File: config.mk
export PLATFORM = sky130hd
export DESIGN_NAME = hlsm_seq_alu
export DESIGN_NICKNAME = d
export VERILOG_FILES = /design/src/rtl/hlsm_seq_alu.sv
export SDC_FILE = /design/constraint.sdc
export NUM_CORES = 2
export LEC_CHECK = 0
export CAP_MARGIN = 15
export CORE_ASPECT_RATIO = 1.1
export CORE_MARGIN = 2
export CORE_UTILIZATION = 23
export DETAILED_ROUTE_END_ITERATION = 6
export PLACE_DENSITY_LB_ADDON = 0.1
export SETUP_SLACK_MARGIN = 0.02
export SYNTH_ARGS = -nofsm -noshare
export SYNTH_HDL_FRONTEND = slang
export SYNTH_SLANG_ARGS = --single-unit
File: constraint.sdc
create_clock -name Clk -period 7.33 [get_ports Clk]
set_input_delay 0.733 -clock Clk [delete_from_list [all_inputs] [get_ports Clk]]
set_output_delay 0.733 -clock Clk [all_outputs]
set_load 0.02 [all_outputs]
File: src/rtl/hlsm_seq_alu.sv
// Multi-cycle HLSM computing z = a*b + c and x = |z - a| with one shared multiplier and adder.
// Define HLSM_PIPE_MULT_EN to split the multiply into two registered half-width stages (latency 6).
module hlsm_seq_alu #(
    parameter int DATAWIDTH = 32
) (
    input  logic                 Clk,
    input  logic                 Rst,
    input  logic                 Start,
    input  logic [DATAWIDTH-1:0] a,
    input  logic [DATAWIDTH-1:0] b,
    input  logic [DATAWIDTH-1:0] c,
    output logic                 Done,
    output logic [DATAWIDTH-1:0] z,
    output logic [DATAWIDTH-1:0] x
);

`ifdef HLSM_PIPE_MULT_EN
    localparam int HALF = DATAWIDTH / 2;

    typedef enum logic [2:0] {
        ST_WAIT, ST_S1A, ST_S1B, ST_S2, ST_S3, ST_S4, ST_FINAL
    } state_t;
`else
    typedef enum logic [2:0] {
        ST_WAIT, ST_S1, ST_S2, ST_S3, ST_S4, ST_FINAL
    } state_t;
`endif

    state_t               state_q;
    logic [DATAWIDTH-1:0] ra_q;
    logic [DATAWIDTH-1:0] rb_q;
    logic [DATAWIDTH-1:0] rc_q;
    logic [DATAWIDTH-1:0] t1_q;
    logic [DATAWIDTH-1:0] t2_q;
    logic                 gt_q;
    logic                 done_q;
    logic [DATAWIDTH-1:0] z_q;
    logic [DATAWIDTH-1:0] x_q;
`ifdef HLSM_PIPE_MULT_EN
    logic [DATAWIDTH-1:0] pp_lo_q;
    logic [DATAWIDTH-1:0] pp_hi_q;
`endif

    logic [DATAWIDTH-1:0] add_a_s;
    logic [DATAWIDTH-1:0] add_b_s;
    logic                 add_sub_s;
    logic [DATAWIDTH-1:0] add_res_s;

    // Operand steering for the single shared adder/subtractor.
    always_comb begin
        add_a_s   = t1_q;
        add_b_s   = rc_q;
        add_sub_s = 1'b0;
        case (state_q)
`ifdef HLSM_PIPE_MULT_EN
            ST_S1B: begin
                add_a_s   = pp_lo_q;
                add_b_s   = pp_hi_q << HALF;
                add_sub_s = 1'b0;
            end
`endif
            ST_S4: begin
                add_sub_s = 1'b1;
                if (gt_q) begin
                    add_a_s = t2_q;
                    add_b_s = ra_q;
                end else begin
                    add_a_s = ra_q;
                    add_b_s = t2_q;
                end
            end
            default: begin
                add_a_s   = t1_q;
                add_b_s   = rc_q;
                add_sub_s = 1'b0;
            end
        endcase
    end

    // Subtraction as a + ~b + 1 keeps a single carry chain for both operations.
    assign add_res_s = add_a_s + (add_sub_s ? ~add_b_s : add_b_s)
                       + {{(DATAWIDTH-1){1'b0}}, add_sub_s};

    // Schedule FSM with registered results and a Done pulse registered from FINAL.
    always_ff @(posedge Clk) begin
        if (Rst) begin
            state_q <= ST_WAIT;
            ra_q    <= {DATAWIDTH{1'b0}};
            rb_q    <= {DATAWIDTH{1'b0}};
            rc_q    <= {DATAWIDTH{1'b0}};
            t1_q    <= {DATAWIDTH{1'b0}};
            t2_q    <= {DATAWIDTH{1'b0}};
            gt_q    <= 1'b0;
            done_q  <= 1'b0;
            z_q     <= {DATAWIDTH{1'b0}};
            x_q     <= {DATAWIDTH{1'b0}};
`ifdef HLSM_PIPE_MULT_EN
            pp_lo_q <= {DATAWIDTH{1'b0}};
            pp_hi_q <= {DATAWIDTH{1'b0}};
`endif
        end else begin
            done_q <= (state_q == ST_FINAL);
            case (state_q)
                ST_WAIT: begin
                    if (Start) begin
                        ra_q    <= a;
                        rb_q    <= b;
                        rc_q    <= c;
`ifdef HLSM_PIPE_MULT_EN
                        state_q <= ST_S1A;
`else
                        state_q <= ST_S1;
`endif
                    end else begin
                        state_q <= ST_WAIT;
                    end
                end
`ifdef HLSM_PIPE_MULT_EN
                // Low DATAWIDTH bits only matter, so rb halves are treated as unsigned.
                ST_S1A: begin
                    pp_lo_q <= ra_q * {{(DATAWIDTH-HALF){1'b0}}, rb_q[HALF-1:0]};
                    pp_hi_q <= ra_q * {{HALF{1'b0}}, rb_q[DATAWIDTH-1:HALF]};
                    state_q <= ST_S1B;
                end
                ST_S1B: begin
                    t1_q    <= add_res_s;
                    state_q <= ST_S2;
                end
`else
                ST_S1: begin
                    t1_q    <= ra_q * rb_q;
                    state_q <= ST_S2;
                end
`endif
                ST_S2: begin
                    t2_q    <= add_res_s;
                    state_q <= ST_S3;
                end
                ST_S3: begin
                    z_q     <= t2_q;
                    gt_q    <= ($signed(t2_q) > $signed(ra_q));
                    state_q <= ST_S4;
                end
                ST_S4: begin
                    x_q     <= add_res_s;
                    state_q <= ST_FINAL;
                end
                ST_FINAL: begin
                    state_q <= ST_WAIT;
                end
                default: begin
                    state_q <= ST_WAIT;
                end
            endcase
        end
    end

    assign Done = done_q;
    assign z    = z_q;
    assign x    = x_q;

endmodule
==> impl_metrics.json <==
{
  "worstPathCellList": "buf_4 > and2_1 > fa_1 > inv_1 > fa_1 > fa_1 > fa_1 > inv_1 > fa_1 > fa_1 > fa_1 > fa_1 > ha_1 > nand2_1 > o21ai_0 > a21oi_1 > nor2b_2 > a2111oi_0 > buf_4 > nor3_1 > nor3_1 > nand3b_1 > a21oi_1",
  "grt_max_degree": 131,
  "layout_common_cells": "nand2_1, inv_1, fa_1",
  "syn_area_um2": 27300,
  "wl_per_cell_um": 21.8,
  "regToRegSetupSlack_ns": 0.34,
  "initial_core_util": 0.232,
  "critPathLaunchType": "flop",
  "worst_path_max_delay_cell": "fa_1",
  "portBuffers": 163,
  "max_stage_delay_ns": 0.63,
  "finalWeightedCongestion": 0.820,
  "ir_worst_vdd_mv": 0.131,
  "cp.required_ns": 7.79,
  "clkTransAtPathRegs_ns": 0.07,
  "drc": 0,
  "final_nets": 4116,
  "finalCriticalPeriod_ns": 6.99,
  "synth.avg_cell_area_um2": 8.28,
  "synth.net_count": 3997,
  "drv_cap": 0,
  "antenna_found_initial": 2,
  "clock_sinks": 229,
  "syn_inst": 3304,
  "crit_arrival_ns": 7.45,
  "worst_pin_slew_ns": 0.925,
  "layout.cells.most_common": "nand2_1",
  "dieArea_um2": 122000,
  "wirelength_mm": 109,
  "ctsResizeCount": 0,
  "synthFlopType": "dfxtp_1",
  "p_leak_nw": 14.0,
  "first_pass_iters": 5,
  "cp_max_fo": 13,
  "synth_top_area_frac": 0.299,
  "clk_latency_ns": 0.62,
  "dp_hpwl_mm": 90.4,
  "utilization": 0.273,
  "pin_count": 164,
  "seq_area_frac_synth": 0.168,
  "ys_ff_latch": 229,
  "fin_setup_tns_ns": 0,
  "worst_setup_path_end_kind": "flop",
  "powerDensity_nw_per_um2": 155,
  "hp-class": "reg2reg",
  "cpMostUsedCell": "fa_1",
  "setup_viol": 0,
  "synth_cell_types": 63,
  "grt_pass1_wl_mm": 162,
  "avgViaCountPerCell": 4.42,
  "cts-root-buf": "clkbuf_16",
  "clockBufferDepth": 3,
  "row_count": 132,
  "dp_slack_ns": 0.112,
  "setup_ws_ns": 0.336,
  "drive_above_1_share": 0.0656,
  "postCtsSetupBuffers": 0,
  "cts-buffers-inserted": 30,
  "skew_ns": 0.0196,
  "slew_violations": 0,
  "synth_area_leaders": "fa_1, dfxtp_1, nand2_1",
  "h-tree-depth": 1,
  "finalCritPeriodShare": 0.954,
  "ant_nets": 0,
  "grt.overflow.total": 0,
  "ys_warn_count": 0,
  "final-hold-violation-count": 0,
  "die_h_um": 366,
  "synth_edf_count": 0,
  "yosys.area.top_type": "fa_1",
  "grtUsageTotal": 0.180,
  "path_class": "reg2reg",
  "drt_iter0_drc": 1130,
  "grt_pass1_vias": 23500,
  "rsz0062_at_grt": "false",
  "fillers": 12900,
  "holdWs_ns": 0.455,
  "area_delta_synth_final_pct": 17.9,
  "async_flop_share": 0,
  "cts_tree": "yes",
  "fmax_ghz": 0.143,
  "core_um2": 118000,
  "slew_headroom": 0.378,
  "cts_hold_buffers": 0,
  "die_w_um": 333,
  "outcome": "completed",
  "vias": 22000
}
worst paths after layout:
kind                               from        to  depth (start not counted)
worst max-delay path            rb_q[3]  t1_q[31]                         23
worst min-delay path               x[5]      x[5]                          2
worst max register to register  rb_q[3]  t1_q[31]                         23
worst min register to register     x[5]      x[5]                          2
cells in the mapped netlist, types with 3 or more instances:
cell       count
fa_1         409
nor4_1         4
nor2_1        84
o41ai_1        4
or3_1         10
nor3b_1        3
or4_1          9
mux2i_1       32
clkbuf_1     193
and4_1         6
o211ai_1       5
buf_1         12
a211oi_1      18
nor2b_1        8
and2_1       311
o21a_1        11
o21bai_1       3
o21ai_0      102
a21oi_1      284
nor3_1        17
inv_1        416
xor2_1        28
a31oi_1       12
o31ai_1        6
nand2b_1      11
o2111ai_1      4
buf_2          4
nand3_1       18
nand4_1        9
dfxtp_1      229
xnor2_1       77
nand3b_1      25
a221o_1        3
o21ai_1        4
nand4b_1       8
nand2_1      679
ha_1         185
a21o_1        30
state kept, by name, summed over array words and instances (netlist names):
register / cells
gt_q: 1
x: 32
z: 32
rb_q: 32
t2_q: 32
Done: 1
state_q: 3
t1_q: 32
ra_q: 32
rc_q: 32
logic make-up (layout without fill, tap and decap cells):
group                    Yosys count  count (layout)  synth area share
AO/OA/AOI/OAI                    503             503             0.105
XOR/XNOR                         106             106            0.0345
adder cells (fa/ha/maj)          594             594             0.384
buffers and inverters            626             766            0.0864
flip-flops                       229             229             0.168
multiplexers                      32              32            0.0117
other                              0               2                 0
AND/OR/NAND/NOR                 1214            1214             0.210
metal layers:
layer | share of wire | global-route usage
met2 | 0.49 | 0.319
met5 | 0 | 0
met1 | 0.47 | 0.244
met3 | 0.025 | 0.0123
met4 | 0.017 | 0.0271
worst max-delay path: cells and delay by family, from the launching register on:
| kind | cells | cell delay (ns) |
|---|---|---|
| simple gates | 6 | 0.75 |
| flops | 1 | 0.44 |
| buf+inv | 4 | 0.57 |
| compound gates | 4 | 0.77 |
| fa+ha+maj | 9 | 4.28 |
metrics by stage:
stage          area, um2  total power, mW  instances
2_1_floorplan      27300             2.60       3304
3_3_place_gp       31200             3.55       4932
3_5_place_dp       31200             3.53       4932
4_1_cts            32200             5.12       4985
5_1_grt            32200             5.35       4985
6_report           32200             5.01       4987
report_power, final:
part,switching [mW],internal (mW),leakage [nW]
sequential,0.160,1.33,1.87
combinational,1.22,0.752,11.6
clock,0.671,0.874,0.471
total,2.05,2.96,14.0
cell type report:
cell class,count,area [um2],area share
antenna,2,5.00,0.000155
clock buffer,39,835,0.0259
clock inverter,14,159,0.00493
inverter,416,1560,0.0484
multi-input combinational,2449,20400,0.634
sequential,229,4610,0.143
tap,1541,1930,0.0598
timing repair buffer,297,2700,0.0836
Note: power is estimated with default switching activity, not from simulation.
